## src/rtl/alu_exec_unit.sv

```systemverilog
// 8-bit execute stage: single-cycle logic/add ops, iterative shifts and shift-add multiply.
// Result and condition flags are registered and announced with a one-cycle done pulse.
module alu_exec_unit #(
    parameter int unsigned WIDTH     = 8,
    parameter int unsigned MUL_STEPS = 8
) (
    input  logic             clock,
    input  logic             reset,
    input  logic             start,
    input  logic [2:0]       op,
    input  logic [WIDTH-1:0] a,
    input  logic [WIDTH-1:0] b,
    output logic             busy,
    output logic             done,
    output logic [WIDTH-1:0] result,
    output logic             z,
    output logic             n,
    output logic             c,
    output logic             v
);

    localparam int unsigned CW = $clog2(MUL_STEPS + 1);
    localparam int unsigned AW = 2 * WIDTH;

    typedef enum logic [2:0] {
        OpAdd   = 3'b000,
        OpSub   = 3'b001,
        OpAnd   = 3'b010,
        OpOr    = 3'b011,
        OpShl   = 3'b100,
        OpShr   = 3'b101,
        OpMul   = 3'b110,
        OpPassa = 3'b111
    } op_e;

    typedef enum logic [0:0] {
        StIdle,
        StRun
    } state_e;

    state_e           state_q, state_d;
    op_e              op_q, op_d;
    logic [CW-1:0]    cnt_q, cnt_d;
    logic [WIDTH-1:0] shreg_q, shreg_d;
    logic [AW-1:0]    acc_q, acc_d;
    logic [AW-1:0]    mcand_q, mcand_d;
    logic [WIDTH-1:0] mplier_q, mplier_d;
    logic [WIDTH-1:0] result_q, result_d;
    logic             z_q, z_d;
    logic             n_q, n_d;
    logic             c_q, c_d;
    logic             v_q, v_d;
    logic             done_q, done_d;

    // Datapath helpers shared by the next-state logic
    logic             is_sub;
    logic [WIDTH-1:0] b_eff;
    logic [WIDTH:0]   sum;
    logic [AW-1:0]    acc_sum;
    logic [WIDTH-1:0] shl_val;
    logic [WIDTH-1:0] shr_val;

    // Completion bus: when complete is set the registered outputs take these values
    logic             complete;
    logic [WIDTH-1:0] res_new;
    logic             c_new;
    logic             v_new;

    assign is_sub  = (op == OpSub);
    assign b_eff   = is_sub ? ~b : b;
    assign sum     = {1'b0, a} + {1'b0, b_eff} + {{WIDTH{1'b0}}, is_sub};
    assign acc_sum = acc_q + (mplier_q[0] ? mcand_q : {AW{1'b0}});
    assign shl_val = {shreg_q[WIDTH-2:0], 1'b0};
    assign shr_val = {1'b0, shreg_q[WIDTH-1:1]};

    always_comb begin
        state_d  = state_q;
        op_d     = op_q;
        cnt_d    = cnt_q;
        shreg_d  = shreg_q;
        acc_d    = acc_q;
        mcand_d  = mcand_q;
        mplier_d = mplier_q;
        complete = 1'b0;
        res_new  = '0;
        c_new    = 1'b0;
        v_new    = 1'b0;

        unique case (state_q)
            StIdle: begin
                if (start) begin
                    unique case (op)
                        OpAdd, OpSub: begin
                            complete = 1'b1;
                            res_new  = sum[WIDTH-1:0];
                            c_new    = sum[WIDTH];
                            v_new    = (a[WIDTH-1] == b_eff[WIDTH-1]) &&
                                       (sum[WIDTH-1] != a[WIDTH-1]);
                        end
                        OpAnd: begin
                            complete = 1'b1;
                            res_new  = a & b;
                        end
                        OpOr: begin
                            complete = 1'b1;
                            res_new  = a | b;
                        end
                        OpShl, OpShr: begin
                            // Zero-count shifts finish immediately with the operand unchanged
                            if (b[2:0] == 3'd0) begin
                                complete = 1'b1;
                                res_new  = a;
                            end else begin
                                state_d = StRun;
                                op_d    = op_e'(op);
                                shreg_d = a;
                                cnt_d   = CW'(b[2:0]);
                            end
                        end
                        OpMul: begin
                            state_d  = StRun;
                            op_d     = OpMul;
                            acc_d    = '0;
                            mcand_d  = {{WIDTH{1'b0}}, a};
                            mplier_d = b;
                            cnt_d    = CW'(MUL_STEPS);
                        end
                        OpPassa: begin
                            complete = 1'b1;
                            res_new  = a;
                        end
                        default: ;
                    endcase
                end
            end

            StRun: begin
                cnt_d = cnt_q - CW'(1);
                if (op_q == OpMul) begin
                    acc_d    = acc_sum;
                    mcand_d  = mcand_q << 1;
                    mplier_d = mplier_q >> 1;
                    if (cnt_q == CW'(1)) begin
                        complete = 1'b1;
                        res_new  = acc_sum[WIDTH-1:0];
                        c_new    = |acc_sum[AW-1:WIDTH];
                        state_d  = StIdle;
                    end
                end else begin
                    shreg_d = (op_q == OpShl) ? shl_val : shr_val;
                    if (cnt_q == CW'(1)) begin
                        complete = 1'b1;
                        res_new  = shreg_d;
                        // Carry is the bit that fell off on this final step
                        c_new    = (op_q == OpShl) ? shreg_q[WIDTH-1] : shreg_q[0];
                        state_d  = StIdle;
                    end
                end
            end

            default: state_d = StIdle;
        endcase
    end

    always_comb begin
        result_d = result_q;
        z_d      = z_q;
        n_d      = n_q;
        c_d      = c_q;
        v_d      = v_q;
        done_d   = 1'b0;
        if (complete) begin
            result_d = res_new;
            z_d      = (res_new == '0);
            n_d      = res_new[WIDTH-1];
            c_d      = c_new;
            v_d      = v_new;
            done_d   = 1'b1;
        end
    end

    always_ff @(posedge clock or negedge reset) begin
        if (!reset) begin
            state_q  <= StIdle;
            op_q     <= OpAdd;
            cnt_q    <= '0;
            shreg_q  <= '0;
            acc_q    <= '0;
            mcand_q  <= '0;
            mplier_q <= '0;
            result_q <= '0;
            z_q      <= 1'b0;
            n_q      <= 1'b0;
            c_q      <= 1'b0;
            v_q      <= 1'b0;
            done_q   <= 1'b0;
        end else begin
            state_q  <= state_d;
            op_q     <= op_d;
            cnt_q    <= cnt_d;
            shreg_q  <= shreg_d;
            acc_q    <= acc_d;
            mcand_q  <= mcand_d;
            mplier_q <= mplier_d;
            result_q <= result_d;
            z_q      <= z_d;
            n_q      <= n_d;
            c_q      <= c_d;
            v_q      <= v_d;
            done_q   <= done_d;
        end
    end

    assign busy   = (state_q == StRun);
    assign done   = done_q;
    assign result = result_q;
    assign z      = z_q;
    assign n      = n_q;
    assign c      = c_q;
    assign v      = v_q;

endmodule
```

## config.mk

```make
export PLATFORM = sky130hd
export DESIGN_NAME = alu_exec_unit
export DESIGN_NICKNAME = d
export VERILOG_FILES = /design/src/rtl/alu_exec_unit.sv
export SDC_FILE = /design/constraint.sdc
export NUM_CORES = 1
export LEC_CHECK = 0
export BUFFER_PORTS_ARGS = -buffer_cell sky130_fd_sc_hd__buf_2
export CAP_MARGIN = 10
export CORE_ASPECT_RATIO = 1.2
export CORE_UTILIZATION = 30
export DETAILED_ROUTE_END_ITERATION = 16
export PLACE_DENSITY_LB_ADDON = 0.2
export SLEW_MARGIN = 10
export SYNTH_ARGS = -nofsm -noshare
export SYNTH_HDL_FRONTEND = slang
export SYNTH_SLANG_ARGS = --single-unit
```

## constraint.sdc

```tcl
create_clock -name clock -period 3.1 [get_ports clock]
set_input_delay 0.155 -clock clock [delete_from_list [all_inputs] [get_ports clock]]
set_output_delay 0.155 -clock clock [all_outputs]
set_load 0.005 [all_outputs]
```

==> flow_metrics.py <==
metrics = {
    "run_status": {
        "status": "finished, final reports clean",
    },
    "critical_path": {
        "path_cells": "and2_1, ha_1, fa_1, a211oi_2, o21ai_0, a41oi_1, o21ai_0, a31o_2, a21oi_1, xor2_1, a31oi_1",
        "crit_buf_inv": 0,
        "reg2reg_from": "mplier_q[0]",
        "required_ns": 3.30,
        "start_kind": "register",
        "r2r_slack_ns": 0.22,
        "crit_family": "compound AO/OA/AOI/OAI gates",
        "cpMostUsedCell": "o21ai_0",
        "slowest_delay_ns": 0.46,
        "cpMaxStageDelayCell": "fa_1",
        "endpoint_kind": "register",
        "r2r_cells": 11,
        "critPathArrivalTime_ns": 3.08,
        "crit_fanout": 5,
        "rr_endpoint": "c",
        "crit_type": "register to register",
    },
    "timing": {
        "fin_crit_ns": 2.88,
        "setup_viol_count_final": 0,
        "grt_setup_unrepaired": "false",
        "fmax_mhz": 347,
        "period_share": 0.930,
        "tightest_slew_ns": 0.905,
        "skew_ns": 0.00889,
        "worst_hold_slack_ns": 0.0277,
        "max_slew_margin": 0.397,
        "setup_ws_ns": 0.217,
        "slew_viol_final": 0,
        "setup_tns_ns": 0,
        "hold_violations": 0,
    },
    "die": {
        "boundaryPins": 36,
        "die_area_um2": 15500,
        "initial_utilization": 0.309,
        "die_y_um": 136,
        "core_area_um2": 14500,
        "fp.dieW_um": 114,
        "rows": 48,
    },
    "clock_tree": {
        "htreeDepth": 3,
        "ctsResizeCount": 0,
        "cts.reportedPaths.clkPinSlew_ns": 0.06,
        "root_buffer": "clkbuf_16",
        "ctsHoldBuffers": 0,
        "post-cts-setup-buffers": 0,
        "ctsLongestPathBuffers": 2,
        "cts.sink_count": 68,
        "tritoncts.num_buffers": 9,
        "cts_tree": "done",
        "clk_latency_ns": 0.35,
    },
    "synth": {
        "yosys.area_share.simple": 0.170,
        "synth_seq_cells": 68,
        "synth.largest_area_cell": "dfrtp_1",
        "synth-xor-area-share": 0.0546,
        "synth.area.top_cells": "dfrtp_1 (38%), ha_1 (7.2%), nand2_1 (4.9%)",
        "async_reset_ff_frac": 1.00,
        "synth_top_family_by_area": "compound AO/OA/AOI/OAI gates",
        "synth_enable_flop_cells": 0,
        "synth_fa_ha_area_frac": 0.0813,
        "syn_inst": 491,
        "synth_area_per_cell_um2": 9.15,
        "synth_area_um2": 4490,
        "synth_compound_area_frac": 0.239,
        "yosysWarnings": 0,
        "synth.most_common_cell": "dfrtp_1",
        "ys_types": 59,
        "synth_top_area_frac": 0.379,
        "syn_nets": 541,
        "synth_common_cells": "dfrtp_1 (68), nand2_1 (59), nor2_1 (40), a21oi_1 (26), ha_1 (26)",
        "synth.area.mux_share": 0.0445,
        "ys.flop_type": "dfrtp_1",
        "yosysSeqAreaShare": 0.379,
    },
    "detailed_routing": {
        "via_count": 3847,
        "detail-route-antenna-nets": 0,
        "wl_um": 12300,
        "wl_per_cell_um": 16.8,
        "drc": 0,
        "first_pass_iters": 4,
        "viasPerCell": 5.23,
        "drt_iter0_drc": 226,
    },
    "power_and_ir_drop": {
        "total_leakage_power_nw": 2.50,
        "power_switching_mw": 1.74,
        "power_mw": 4.48,
        "p_per_area_nw_per_um2": 850,
        "clkPwrFrac": 0.239,
        "p_comb_frac": 0.419,
        "seqPwrFrac": 0.342,
        "sw_frac_of_total": 0.388,
        "vdd_ir_drop_max_v": 0.000522,
        "power.internal_mw": 2.74,
    },
    "cells_and_area": {
        "nets": 581,
        "stdcell_count": 736,
        "fin_area_um2": 5270,
        "areaGrowthSynthToFinish_pct": 17.3,
        "final_layout_size_suffix_gt1_frac": 0.157,
        "diodes": 0,
        "fin_util": 0.363,
    },
    "global_route": {
        "overflow": 0,
        "grt_usage": 0.175,
        "antenna_found_initial": 0,
        "grt_pass1_wl_um": 20500,
        "grt_start_max_net_pins": 69,
        "first_global_vias": 3984,
    },
    "placed_design": {
        "hpwlAfterDp_um": 9070,
        "dp.cells": 720,
        "gp_congestion": 0.832,
        "port-buffer-count": 35,
        "place_area_um2": 4950,
        "dp_slack_ns": 0.106,
    },
    "worst_hold_path": {
        "min_path_type": "input port to asynchronous set/reset pin",
    },
    "flow_run": {
        "maxCapViolCount": 0,
    },
}
[how the worst max path moves through the flow]
stage | startpoint | endpoint | slack (ns) | cells after the start
floorplan | mplier_q[0] | c | 0.41 | 11
global placement | mplier_q[0] | c | 0.12 | 11
detailed placement | op[1] | c | 0.11 | 12
CTS | mplier_q[0] | c | 0.09 | 11
global route | mplier_q[0] | c | 0.02 | 11
finish | mplier_q[0] | c | 0.22 | 11
[area by class of cell]
class	instances	area [um^2]
Fill cell	1525	9260
Clock inverter	3	45.0
Tap cell	200	250
Multi-Input combinational cell	388	2670
Clock buffer	13	260
Sequential cell	68	1700
Inverter	12	45.0
Timing Repair Buffer	52	303
[logic make-up after synthesis]
kind of cell               after synthesis
xor gates and xnor gates                28
DFF                                     68
adders and majority gates               28
muxes                                   19
buffers and inverters                   35
AOI/OAI and AO/OA                      151
and+or+nand+nor                        162
[registers in the layout (all words and copies together), names as in the netlist]
signal	cells
acc_q	16
mcand_q	16
mplier_q	8
result	8
shreg_q	8
cnt_q	4
op_q	3
busy	1
c	1
done	1
v	1
z	1
[per-layer routing]
metal / up-vias / track usage / share of wire
li1: 1878 / - / -
met1: 1863 / 0.204 / 0.44
met4: 0 / 0.0841 / 0.031
met5: - / 0 / 0
met3: 27 / 0.0339 / 0.028
met2: 79 / 0.307 / 0.50
[power by group through the flow]
stage | sequential [mW] | clock (mW) | combinational, mW
after floorplan | 1.46 | 0 | 1.37
final | 1.53 | 1.07 | 1.88
after detailed placement | 1.54 | 0 | 1.89
after global routing | 1.58 | 1.13 | 2.12
after CTS | 1.53 | 1.10 | 1.89
after global placement | 1.53 | 0 | 1.86
[layout by cell type, fill, tap and decap left out, types with 4 or more instances in the layout]
cell / Yosys / layout
o21ai_0: 24 / 24
dfrtp_1: 68 / 68
mux2i_1: 11 / 11
o21a_1: 4 / 4
nand3b_1: 4 / 4
a31oi_1: 5 / 5
nor2_1: 40 / 39
a22o_1: 24 / 24
a22oi_1: 16 / 16
inv_1: 12 / 12
ha_1: 26 / 26
nand2_1: 59 / 59
nand3_1: 6 / 6
a211oi_1: 11 / 10
o211ai_1: 6 / 6
nor3_1: 14 / 13
clkbuf_16: 0 / 9
buf_2: 1 / 35
mux2_2: 8 / 8
xor2_1: 14 / 14
a21oi_1: 26 / 26
and2_1: 17 / 17
xnor2_1: 14 / 14
buf_4: 2 / 17
nor2b_1: 6 / 6
a21o_1: 8 / 8
nand2b_1: 5 / 5
Power figures use the tool's default switching activity.
